==> config.mk <==
export PLATFORM = sky130hd
export DESIGN_NAME = bnn_param_loader
export DESIGN_NICKNAME = d
export VERILOG_FILES = /design/src/rtl/bnn_param_loader.sv
export SDC_FILE = /design/constraint.sdc
export NUM_CORES = 1
export LEC_CHECK = 0
export CAP_MARGIN = 20
export CORE_MARGIN = 10
export CORE_UTILIZATION = 34
export DETAILED_ROUTE_END_ITERATION = 6
export GPL_TIMING_DRIVEN = 0
export PLACE_DENSITY = 0.69
export SLEW_MARGIN = 10
export SYNTH_ARGS = -nofsm -noshare
export SYNTH_HDL_FRONTEND = slang
export SYNTH_SLANG_ARGS = --single-unit
==> constraint.sdc <==
create_clock -name clk -period 5.8 [get_ports clk]
set_clock_uncertainty 0.15 [all_clocks]
set_input_delay 0.87 -clock clk [delete_from_list [all_inputs] [get_ports clk]]
set_output_delay 0.87 -clock clk [all_outputs]
set_load 0.01 [all_outputs]
==> src/rtl/bnn_param_loader.sv <==
// Serial parameter-chain loader: streams bytes MSB first onto setup_out/param_out.
// Optional serial CRC-8 (poly 0x07) of the driven bits when PARAM_CRC_EN is defined.
module bnn_param_loader #(
  parameter int unsigned CHAIN_BITS = 144
) (
  input  logic                              clk,
  input  logic                              reset,
  input  logic                              start,
  input  logic [7:0]                        s_data,
  input  logic                              s_valid,
  output logic                              s_ready,
  output logic                              setup_out,
  output logic                              param_out,
  output logic                              busy,
  output logic                              done,
  output logic [$clog2(CHAIN_BITS+1)-1:0]   bit_count,
  output logic [7:0]                        crc
);

  localparam int unsigned CW = $clog2(CHAIN_BITS + 1);

  typedef enum logic [1:0] {S_IDLE, S_LOAD, S_DONE} state_t;

  state_t      state, state_nx;
  logic [7:0]  sreg;
  logic [3:0]  rem;
  logic [CW-1:0] bc;
  logic        shift_c, ready_c, accept_c;
  logic [31:0] left_c;
  logic [3:0]  rem_load_c;

  // Handshake and shift qualifiers; a new byte is loaded with only the bits still owed to the chain.
  always_comb begin
    shift_c    = (state == S_LOAD) && (rem != 4'd0);
    ready_c    = (state == S_LOAD) && (rem <= 4'd1) &&
                 ((32'(bc) + 32'(rem)) < CHAIN_BITS);
    accept_c   = ready_c && s_valid;
    left_c     = CHAIN_BITS - 32'(bc) - (shift_c ? 32'd1 : 32'd0);
    rem_load_c = (left_c >= 32'd8) ? 4'd8 : 4'(left_c);
  end

  // State register
  always_ff @(posedge clk) begin
    if (reset) state <= S_IDLE;
    else       state <= state_nx;
  end

  // Next-state logic
  always_comb begin
    state_nx = state;
    case (state)
      S_IDLE: if (start) state_nx = S_LOAD;
      S_LOAD: if (shift_c && ((32'(bc) + 32'd1) == CHAIN_BITS)) state_nx = S_DONE;
      S_DONE: state_nx = S_IDLE;
      default: state_nx = S_IDLE;
    endcase
  end

  // Shift register, unsent-bit count and bit counter
  always_ff @(posedge clk) begin
    if (reset) begin
      sreg <= 8'h00;
      rem  <= 4'd0;
      bc   <= '0;
    end else if ((state == S_IDLE) && start) begin
      sreg <= 8'h00;
      rem  <= 4'd0;
      bc   <= '0;
    end else begin
      if (shift_c) bc <= bc + CW'(1);
      if (accept_c) begin
        sreg <= s_data;
        rem  <= rem_load_c;
      end else if (shift_c) begin
        sreg <= {sreg[6:0], 1'b0};
        rem  <= rem - 4'd1;
      end
    end
  end

`ifdef PARAM_CRC_EN
  logic [7:0] crc_q, crc_nx_c;
  logic       fb_c;

  // Serial CRC-8 over each bit as it is driven
  always_comb begin
    fb_c     = crc_q[7] ^ sreg[7];
    crc_nx_c = {crc_q[6:0], 1'b0} ^ (fb_c ? 8'h07 : 8'h00);
  end

  always_ff @(posedge clk) begin
    if (reset)                        crc_q <= 8'h00;
    else if ((state == S_IDLE) && start) crc_q <= 8'h00;
    else if (shift_c)                 crc_q <= crc_nx_c;
  end
`endif

  // Outputs are decoded from flops only, so they are zero right after a reset edge.
  always_comb begin
    s_ready   = ready_c;
    setup_out = shift_c;
    param_out = shift_c & sreg[7];
    busy      = (state == S_LOAD);
    done      = (state == S_DONE);
    bit_count = bc;
`ifdef PARAM_CRC_EN
    crc       = crc_q;
`else
    crc       = 8'h00;
`endif
  end

endmodule

[Word level (Yosys, flattened, before mapping)]
Index checks and enable logic that the tools add are counted.
Word-level totals
  register bits after elaboration: 22
  input port bits: 12
  output and inout port bits: 21
  logic and storage cells: 39
Operators by class
  add/sub/neg operators: 6
  $lt $le $gt $ge: 3
  eq/ne operators: 5
  muxes and demuxes: 9
  bitwise operators: 1
  reductions and logical operators: 11
Operators by type and width (count)
  >= comparator 32 x 4 -> 1 bit (second input constant): 1
  two-way mux 8 bit: 2
  two-way mux 4 bit: 3
  subtractor 9 x 2 -> 10 bit: 1
  adder 8 x 1 -> 9 bit (second input constant): 1
  adder 8 x 4 -> 9 bit: 1
  == test 9 x 8 -> 1 bit (second input constant): 1
  less-than comparator 9 x 8 -> 1 bit (second input constant): 1
  subtractor 8 x 8 -> 9 bit (first input constant): 1
  adder 8 x 1 -> 8 bit (second input constant): 1
  logical AND 1 bit: 6
  <= comparator 4 x 1 -> 1 bit (second input constant): 1
  two-way mux 2 bit: 2
  one-hot mux 2 bit (2 select lines): 1
  nonzero test 4 bit: 1
  subtractor 4 x 1 -> 4 bit (second input constant): 1
  == test 2 x 1 -> 1 bit (second input constant): 1
  == test 2 bit (second input constant): 1
  zero test 2 bit: 1
  != test 2 x 1 -> 1 bit (second input constant): 1
  != test 2 bit (second input constant): 1
  AND reduction 2 bit: 1
  nonzero test 2 bit: 1
  OR reduction 2 bit: 1
  2 further kinds: 2

[Longest topological paths before layout]
Gate-level depths: netlist of the first run.
  word-level depth: 7
  mapped depth: 10
  gate-level depth less buffers: 9

[Least setup slack after synthesis of the first run]
No wires, ideal clock.
  path kind: reg2reg
  from: reg rem[0]
  to: reg rem[3]
  setup time: 0.059 ns
  arrival: 2.570 ns
  data required time: 5.591 ns
  slack: 3.021 ns
  stages on the path, launching flop included: 11
  path buffers: 1
  clock period less this slack: 2.779 ns
  path through: dfxtp_1 inv_1 ha_1 a21oi_1 clkbuf_1 ha_1 ha_1 o21a_1 mux2i_1 a32oi_1 o221a_2
Between the ends
  longest elaborated chain between the ends: 7
  elaborated cells on any way between the ends: 16
  those cells by class: add/sub (3); order compare (3); mux (4); reduce/logical (6)
RTL lines
  from (decl): RTL line 26  | logic [3:0] rem;
  from (signal assigned): RTL line 73  | rem <= rem_load_c;
  from (signal assigned): RTL line 76  | rem <= rem - 4'd1;
  nonzero test 4 bit (*): RTL line 34  | shift_c = (state == S_LOAD) && (rem != 4'd0);
  logical AND 1 bit (*): RTL line 34
  via setup_out: RTL line 12  | output logic setup_out,
  two-way mux 1 bit: RTL line 38  | left_c = CHAIN_BITS - 32'(bc) - (shift_c ? 32'd1 : 32'd0);
  subtractor 9 x 2 -> 10 bit: RTL line 38
  >= comparator 32 x 4 -> 1 bit: RTL line 39  | rem_load_c = (left_c >= 32'd8) ? 4'd8 : 4'(left_c);
  two-way mux 4 bit: RTL line 39
  two-way mux 4 bit: RTL line 71  | if (accept_c) begin
Mark *: on every way through the listed nets, which the timed path passes. The rest lies on a longest branch. The select of a mux whose other input is x is not followed.
A chain may end at the register's enable or synchronous reset.

[Worst setup path in the final report of the first run]
  from: reg rem[0]
  to: out param_out
Between the ends
  longest elaborated chain between the ends: 3
RTL lines
  nonzero test 4 bit: RTL line 34
  logical AND 1 bit: RTL line 34
  AND 1 bit: RTL line 102  | param_out = shift_c & sreg[7];
  to (decl): RTL line 13  | output logic param_out,
No other way between the ends.

==> results_dict.tcl, run 1 <==
set metrics [dict create \
    place.gp.congestion 0.842 \
    antenna_found_initial 0 \
    synthCells 167 \
    maxCapViolations 0 \
    cp_slowest_cell "clkdlybuf4s50_1" \
    yosys-top-cells-area "dfxtp_1 (29%), ha_1 (8.2%), mux2i_1 (5.9%)" \
    period_minus_slack_ns 3.77 \
    dieArea_um2 7560 \
    ir_worst_vdd_v 0.000116 \
    p_seq_share_pct 47.9 \
    grt_overflow 0 \
    hold_path_class "reg -> reg" \
    period_share_pct 65.0 \
    postCtsSetupBuffers 0 \
    p_int_mw 0.246 \
    critPathCaptureType "primary output" \
    multi_input_area_um2 947 \
    critPathMaxStageDelay_ns 0.53 \
    max_freq_ghz 0.265 \
    place.detailed.hpwl_um 2560 \
    cts_root_buf "clkbuf_8" \
    startpoint_type "flop" \
    hold_buffers 0 \
    track_usage_pct 9.04 \
    cp_cell_sequence "inv_1, ha_1, a21oi_1, clkbuf_1, and2_1, clkdlybuf4s50_1" \
    clk_latency_ns 0.27 \
    gr-usage-met3_pct 3.37 \
    synthArstFlopShare_pct 0 \
    seq_area_um2 440 \
    drc_errors 0 \
    core-area_um2 4350 \
    powerDensity_nw_per_um2 172 \
    crit_family "buffers and inverters" \
    ys_types 48 \
    drtIter0Drc 69 \
    p_sw_mw 0.0832 \
    r2r_end "rem[3]" \
    crit_path_end "param_out" \
    min-delay-start "state[0]" \
    place_area_um2 1860 \
    syn_to_final_growth_pct 25.4 \
    yosysTopAreaCell "dfxtp_1" \
    met2_usage_pct 14.5 \
    numClockSinks 22 \
    num_io_pins 33 \
    wl_per_cell_um 13.2 \
    critPathRequiredTime_ns 4.78 \
    num_rows 24 \
    via_count 1243 \
    clk_pin_slew_ns 0.08 \
    numCtsBuffers 3 \
    worst_pin_slew_ns 0.584 \
    final.setup.worst_slack_ns 2.03 \
    path_max_fanout 11 \
    worstRegToRegCells 10 \
    die_h_um 87.0 \
    p_total_mw 0.330 \
    drt-total-wl_um 3340 \
    worstSetupPathType "reg -> out" \
    synth-seq-cells 22 \
    grt_setup_unrepaired "no" \
    combPwrFrac_pct 18.2 \
    swShare_pct 25.3 \
    cp_data_arrival_time_ns 2.75 \
    num-nets-final 225 \
    pwr-share-clk_pct 33.9 \
    gr-usage-met1_pct 10.7 \
    design_area_um2 1910 \
    clock_path_buffers 2 \
    postCtsResizedCells 0 \
    syn_area_um2 1520 \
    grt_pass1_vias 1256 \
    drt_pass1_iterations 4 \
    htreeDepth 1 \
    hold_viol 0 \
    rr_startpoint "rem[0]" \
    finalMaxSlewViolations 0 \
    synth_most_common_cell "dfxtp_1" \
    busiest_layer "met2" \
    r2r_slack_ns 2.54 \
    yosysSeqAreaShare_pct 28.9 \
    grt_pass1_wl_um 5580 \
    grt_max_degree 13 \
    synth.avg_cell_area_um2 9.13 \
    fillers 438 \
    finalSetupViolCount 0 \
    crit_start "rem[0]" \
    start_util_pct 35.0 \
    relSlewSlack_pct 61.1 \
    antenna_cells 0 \
    synth_top_area_share_pct 28.9 \
    worstSetupPathDepth 6 \
    holdPathStages 2 \
    synth_common_cells "dfxtp_1 (22), nor2_1 (20), ha_1 (10), inv_1 (10)" \
    io_buffers 24 \
    synth_edf_count 0 \
    crit_buf_inv 3 \
    leakage_nw 0.757 \
    cts_tree "done" \
    die_width_um 87.0 \
    yosysWarnings 0 \
    drt-vias-per-instance 4.89 \
    fin_setup_tns_ns 0 \
    synth_flop_cell "dfxtp_1" \
    drive_gt1_share_pct 16.8 \
    status "finished, final reports clean" \
    ant_nets 0 \
    dp_slack_ns 2.32 \
]
-- worst min-delay path by stage --
stage	to	slack [ns]
after global routing	sreg[0]	0.45
after detailed placement	state[0]	0.39
after CTS	state[1]	0.41
final	state[1]	0.40
after floorplan	state[1]	0.36
after global placement	state[0]	0.39
-- metrics by stage --
| stage | util, % | hold slack, ns | instances |
|---|---|---|---|
| after floorplan | - | 0.357 | 174 |
| after global placement | 42.6 | 0.394 | 250 |
| after detailed placement | 42.6 | 0.393 | 250 |
| after CTS | 43.9 | 0.408 | 254 |
| after global routing | 43.9 | 0.451 | 254 |
| final | 43.9 | 0.401 | 254 |
-- metal layers --
| metal | wire, um | part of all wire (%) | vias to the layer above |
|---|---|---|---|
| met4 | 41 | 1.2 | 0 |
| met3 | 226 | 6.8 | 4 |
| met5 | 0 | 0 | - |
| li1 | - | - | 649 |
| met1 | 1620 | 48 | 559 |
| met2 | 1460 | 44 | 31 |
-- final cells by class --
type                    count  area share (%)
flip-flops and latches     22            23.1
plain buffers              15            6.55
clock buffers               4            2.88
repair buffers             24            12.6
inverters                  10            1.96
well taps                  52            3.41
multi-input cells         127            49.6
-- flip-flops by register name, summed over array words and instances (netlist names) --
register   count
state          2
bit_count      8
rem            4
sreg           8
-- cells by family (layout without fill, tap and decap cells) --
logic type / Yosys count / in the layout / synth area share (%)
AND/OR/NAND/NOR: 53 / 53 / 17.7
other: 1 / 8 / 0.246
buffers and inverters: 25 / 53 / 10.7
flip-flops: 22 / 22 / 28.9
AO/OA/AOI/OAI: 26 / 26 / 15.1
adder cells (fa/ha/maj): 10 / 10 / 8.21
XOR/XNOR: 14 / 14 / 8.05
multiplexers: 16 / 16 / 11.1
-- power by group through the flow --
stage | Combinational, mW | Clock [mW] | Sequential [mW]
floorplan | 0.0409 | 0 | 0.161
global placement | 0.0590 | 0 | 0.161
detailed placement | 0.0598 | 0 | 0.161
CTS | 0.0599 | 0.115 | 0.158
global route | 0.0668 | 0.123 | 0.159
finish | 0.0599 | 0.112 | 0.158
-- worst register-to-register path, stage by stage (launching register included) --
cell      delay [ns]
dfxtp_1         0.44
inv_1           0.07
ha_1            0.24
a21oi_1         0.48
clkbuf_1        0.52
ha_1            0.27
ha_1            0.20
o21a_1          0.13
mux2i_1         0.06
a32oi_1         0.38
o221a_2         0.26
-- placed cells by master, fill, tap and decap left out, types with 2 or more instances in the layout --
master / n
clkdlybuf4s50_1: 24
dfxtp_1: 22
nor2_1: 20
inv_1: 10
ha_1: 10
buf_4: 9
mux2i_1: 9
nand2_1: 8
xnor2_1: 8
conb_1: 8
a21oi_1: 7
mux2_2: 7
clkbuf_8: 6
xor2_1: 6
nand4_1: 5
nor3_1: 4
clkbuf_1: 2
or4_1: 2
buf_6: 2
a211o_1: 2
a31oi_1: 2
o41ai_1: 2
No activity file was read; power rests on OpenSTA's default activity.
==> run 2, diff against run 1 <==
clock period = 3.64 ns   (was 5.8 ns; I/O delays follow)
==> run 2 against run 1 <==
Combinational power increased by 59%. Global-route usage is the same. Sequential power increased by 59%. Count of clock-buffer cells in the layout did not move. Register-to-register slack lost 2.0 ns. Cell area is essentially flat. Largest power group unchanged.
==> results_dict.tcl, run 2 (synthesis gave the netlist of run 1 again) <==
set metrics [dict create \
    num_rows 24 \
    startpoint_type "flop" \
    holdWs_ns 0.401 \
    syn_to_final_growth_pct 25.5 \
    seq_area_um2 440 \
    cp_cell_sequence "inv_1, ha_1, a21oi_1, clkbuf_2, and2_1, clkdlybuf4s50_1" \
    core-area_um2 4350 \
    final_common_cell "clkdlybuf4s50_1" \
    worstSetupPathDepth 6 \
    drc_errors 0 \
    min-delay-start "state[0]" \
    cp_data_arrival_time_ns 2.57 \
    status "finished, final reports clean" \
    worstSetupPathType "reg -> out" \
    numClockSinks 22 \
    htreeDepth 1 \
    drt_pass1_iterations 4 \
    final.setup.worst_slack_ns 0.372 \
    cts_root_buf "clkbuf_8" \
    rr_startpoint "rem[0]" \
    critPathCaptureType "primary output" \
    grt_pass1_vias 1256 \
    crit_path_end "param_out" \
    fillers 437 \
    hold_viol 0 \
    clock_path_buffers 2 \
    multi_input_area_um2 947 \
    via_count 1243 \
    drt-total-wl_um 3340 \
    worst_pin_slew_ns 0.584 \
    critPathRequiredTime_ns 2.94 \
    relSlewSlack_pct 61.1 \
    worstRegToRegCells 10 \
    placedCellCount 250 \
    grt_overflow 0 \
    maxCapViolations 0 \
    clk_pin_slew_ns 0.08 \
    postCtsSetupBuffers 0 \
    drive_gt1_share_pct 17.3 \
    ir_worst_vdd_v 0.000183 \
    io_buffers 24 \
    antenna_cells 0 \
    finalNonFillerCells 254 \
    drt-vias-per-instance 4.89 \
    start_util_pct 35.0 \
    numCtsBuffers 3 \
    crit_start "rem[0]" \
    hold_path_class "reg -> reg" \
    dieArea_um2 7560 \
    finalSetupViolCount 0 \
    crit_buf_inv 3 \
    dp_slack_ns 0.418 \
    place_area_um2 1860 \
    grt_pass1_wl_um 5580 \
    design_area_um2 1910 \
    period_share_pct 89.8 \
    cp_slowest_cell "clkdlybuf4s50_1" \
    place.gp.congestion 0.842 \
    track_usage_pct 9.04 \
    period_minus_slack_ns 3.27 \
    max_freq_ghz 0.306 \
    fin_setup_tns_ns 0 \
    critPathMaxStageDelay_ns 0.53 \
    r2r_end "rem[3]" \
    path_max_fanout 11 \
    finalMaxSlewViolations 0 \
    num_io_pins 33 \
    die_h_um 87.0 \
    leakage_nw 0.760 \
    cts_tree "done" \
    clk_latency_ns 0.27 \
    num-nets-final 225 \
    drtIter0Drc 76 \
    r2r_slack_ns 0.57 \
    wl_per_cell_um 13.2 \
    crit_family "buffers and inverters" \
    antenna_found_initial 0 \
    layout_common_cells "clkdlybuf4s50_1 (24), dfxtp_1 (22), nor2_1 (20), inv_1 (10), ha_1 (10)" \
    place.detailed.hpwl_um 2560 \
    grt_setup_unrepaired "no" \
    grt_max_degree 13 \
    die_width_um 87.0 \
    powerDensity_nw_per_um2 275 \
    ant_nets 0 \
]
run 2: metrics by stage:
step / power, mW / util [%]
2_1_floorplan: 0.321 / -
3_3_place_gp: 0.351 / 42.6
3_5_place_dp: 0.353 / 42.6
4_1_cts: 0.531 / 43.9
5_1_grt: 0.555 / 43.9
6_report: 0.525 / 43.9
run 2: routing by layer:
layer / vias to the layer above / global-route usage, % / wire [um]
met3: 4 / 3.37 / 226
met2: 31 / 14.5 / 1460
met1: 559 / 10.7 / 1610
met5: - / 0 / 0
met4: 0 / 3.24 / 41
li1: 649 / - / -
run 2: worst min-delay path by stage:
stage                    end  slack [ns]  cells past startpoint
finish              state[1]        0.40                      2
global route         sreg[0]        0.45                      2
CTS                 state[1]        0.41                      2
detailed placement  state[0]        0.39                      1
global placement    state[0]        0.39                      1
floorplan           state[1]        0.36                      2
run 2: timing repair:
item / 4_1_cts / 5_1_grt
gates resized for setup: 0 / 2
setup endpoints to repair: 0 / 1
hold buffers: 0 / 0
run 2: area by class of cell:
cell class                      count  share of cell area (%)
Multi-Input combinational cell    127                    49.5
Sequential cell                    22                    23.0
Timing Repair Buffer               24                    12.6
Buffer                             15                    6.61
Tap cell                           52                    3.40
Clock buffer                        4                    2.88
Inverter                           10                    1.96
run 2: power breakdown:
part | total [mW] | switching, mW | internal [mW]
logic | 0.0955 | 0.0457 | 0.0499
registers | 0.252 | 0.00532 | 0.246
clock network | 0.178 | 0.0816 | 0.0965
total | 0.525 | 0.133 | 0.393
run 2: worst min-delay path, cell delays in order (launching register included):
cell and delay [ns]:
dfxtp_1 0.34, nand2b_1 0.11, nor3_1 0.06
==> run 3, diff against run 2 <==
--- a/config.mk
+++ b/config.mk
@@ -7,2 +7,3 @@
 export LEC_CHECK = 0
+export ABC_AREA = 1
 export CAP_MARGIN = 20
@@ -11,3 +12,2 @@
 export DETAILED_ROUTE_END_ITERATION = 6
-export GPL_TIMING_DRIVEN = 0
 export PLACE_DENSITY = 0.69
==> constraint.sdc (replaced) <==
create_clock -name clk -period 3.64 [get_ports clk]
set_clock_uncertainty 0.15 [all_clocks]
set_input_delay 0.364 -clock clk [delete_from_list [all_inputs] [get_ports clk]]
set_output_delay 0.364 -clock clk [all_outputs]
set_load 0.01 [all_outputs]
==> run 3 against run 2 <==
Area after synthesis grew 4.4%. Worst hold slack lost 0.083 ns. Cell area shrank 2.1%. First-iteration DRC count grew 22%. Critical path depth grew 3. Critical endpoint is now s_ready.
==> results_dict.tcl, run 3 <==
set metrics [dict create \
    synth_common_cells "nand2_1 (58), inv_1 (23), nand3_1 (23), dfxtp_1 (22), nor2_1 (13)" \
    holdWs_ns 0.318 \
    die_h_um 88.4 \
    period_share_pct 75.9 \
    p_total_mw 0.658 \
    final_common_cell "nand2_1" \
    numCtsBuffers 3 \
    htreeDepth 1 \
    final.setup.worst_slack_ns 0.878 \
    synth_edf_count 0 \
    cts_root_buf "clkbuf_8" \
    status "finished, final reports clean" \
    drive_gt1_share_pct 11.3 \
    yosysTopAreaCell "dfxtp_1" \
    route.met2.wl_um 1700 \
    yosysWarnings 0 \
    start_util_pct 35.8 \
    critPathMaxStageDelay_ns 0.60 \
    synthAdderAreaFrac_pct 7.87 \
    hold_buffers 0 \
    synth_xor_area_share_pct 3.30 \
    dp_slack_ns 1.00 \
    syn_area_um2 1590 \
    cts_tree "done" \
    finalNonFillerCells 308 \
    grt_pass1_wl_um 6530 \
    worstRegToRegCells 19 \
    max_freq_ghz 0.362 \
    hold_viol 0 \
    placedCellCount 304 \
    ant_nets 0 \
    leakage_nw 0.855 \
    fin_util_pct 42.1 \
    worstSetupPathType "reg -> out" \
    routed.top_layer "met4" \
    drtIter0Drc 93 \
    drc_errors 0 \
    die_width_um 88.4 \
    synth_top_area_share_pct 27.7 \
    num_rows 24 \
    grt_pass1_vias 1411 \
    antenna_cells 0 \
    finalSetupViolCount 0 \
    yosys-top-cells-area "dfxtp_1 (28%), nand2_1 (14%), ha_1 (7.9%)" \
    ir_worst_vdd_v 0.000231 \
    design_area_um2 1870 \
    layout_common_cells "nand2_1 (58), clkdlybuf4s50_1 (24), inv_1 (23), nand3_1 (23), dfxtp_1 (22)" \
    synthSimpleGateAreaFrac_pct 33.5 \
    syn_to_final_growth_pct 17.7 \
    postCtsResizedCells 0 \
    wirelength_met1_um 1760 \
    clk_pin_slew_ns 0.08 \
    via_count 1490 \
    maxCapViolations 0 \
    num-nets-final 279 \
    wl_per_cell_um 12.2 \
    yosysSeqAreaShare_pct 27.7 \
    clk_latency_ns 0.26 \
    fin_setup_tns_ns 0 \
    cp_slowest_cell "dfxtp_1" \
    cp_data_arrival_time_ns 2.25 \
    path_max_fanout 9 \
    synth_flop_cell "dfxtp_1" \
    synthArstFlopShare_pct 0 \
    drt-vias-per-instance 4.84 \
    synth_top_family_by_area "simple AND/OR/NAND/NOR gates" \
    cp_cell_sequence "ha_1, a21oi_1, nand2_1, nand2_1, nand2_1, nand2_2, nand2_1, inv_1, clkdlybuf4s50_1" \
    grt_overflow 0 \
    core-area_um2 4440 \
    finalMaxSlewViolations 0 \
    hold_path_class "reg -> reg" \
    place_area_um2 1820 \
    place.gp.congestion 0.865 \
    powerDensity_nw_per_um2 351 \
    dieArea_um2 7810 \
    holdPathStages 2 \
    synthCells 235 \
    place.detailed.hpwl_um 3020 \
    ys_types 30 \
    clock_path_buffers 2 \
    num_io_pins 33 \
    synth_most_common_cell "nand2_1" \
    synth-seq-cells 22 \
    synth_compound_area_share_pct 12.6 \
    grt_setup_unrepaired "no" \
    wl_met3_um 277 \
    io_buffers 24 \
    grt_max_degree 18 \
    critPathRequiredTime_ns 3.13 \
    antenna_found_initial 0 \
    synth_mux_area_share_pct 0 \
    path_common_cell "nand2_1" \
    period_minus_slack_ns 2.76 \
    startpoint_type "flop" \
    track_usage_pct 10.2 \
    synth.avg_cell_area_um2 6.77 \
    numClockSinks 22 \
    critPathCaptureType "primary output" \
    drt_pass1_iterations 4 \
    drt-total-wl_um 3760 \
    postCtsSetupBuffers 0 \
]
-- run 3: layer usage --
metal  GRT usage (%)  vias up
li1                -      791
met1            12.8      661
met2            16.8       33
met3            3.03        5
met4            2.20        0
met5               0        -
-- run 3: layout make-up --
type                       instances  area, um2
sequential                        22        440
timing repair buffer              25        248
inverter                          32        123
fill                             462       2570
multi-input combinational        173        941
tap                               52       65.1
clock buffer                       4       55.1
-- run 3: path summary, 6_finish.rpt --
path	from	end	slack, ns
hold reg to reg	sreg[0]	sreg[0]	0.32
hold / removal	sreg[0]	sreg[0]	0.32
setup reg to reg	rem[0]	rem[1]	0.98
setup / recovery	bit_count[2]	s_ready	0.88
-- run 3: cells by family after synthesis --
| kind of cell | Yosys count |
|---|---|
| AND/OR/NAND/NOR | 115 |
| buffers and inverters | 47 |
| AO/OA/AOI/OAI | 34 |
| flip-flops | 22 |
| adder cells (fa/ha/maj) | 10 |
| XOR/XNOR | 6 |
| other | 1 |
-- run 3: report_power, final --
group          switching, mW  total, mW  internal (mW)
clock network         0.0812      0.178         0.0965
logic                  0.126      0.206         0.0803
registers             0.0198      0.274          0.254
-- run 3: critical path: cells and delay by family, from the launching register on --
kind,cells,cell delay [ns]
compound gates,1,0.14
fa+ha+maj,1,0.32
flops,1,0.60
buf+inv,2,0.59
simple gates,5,0.33
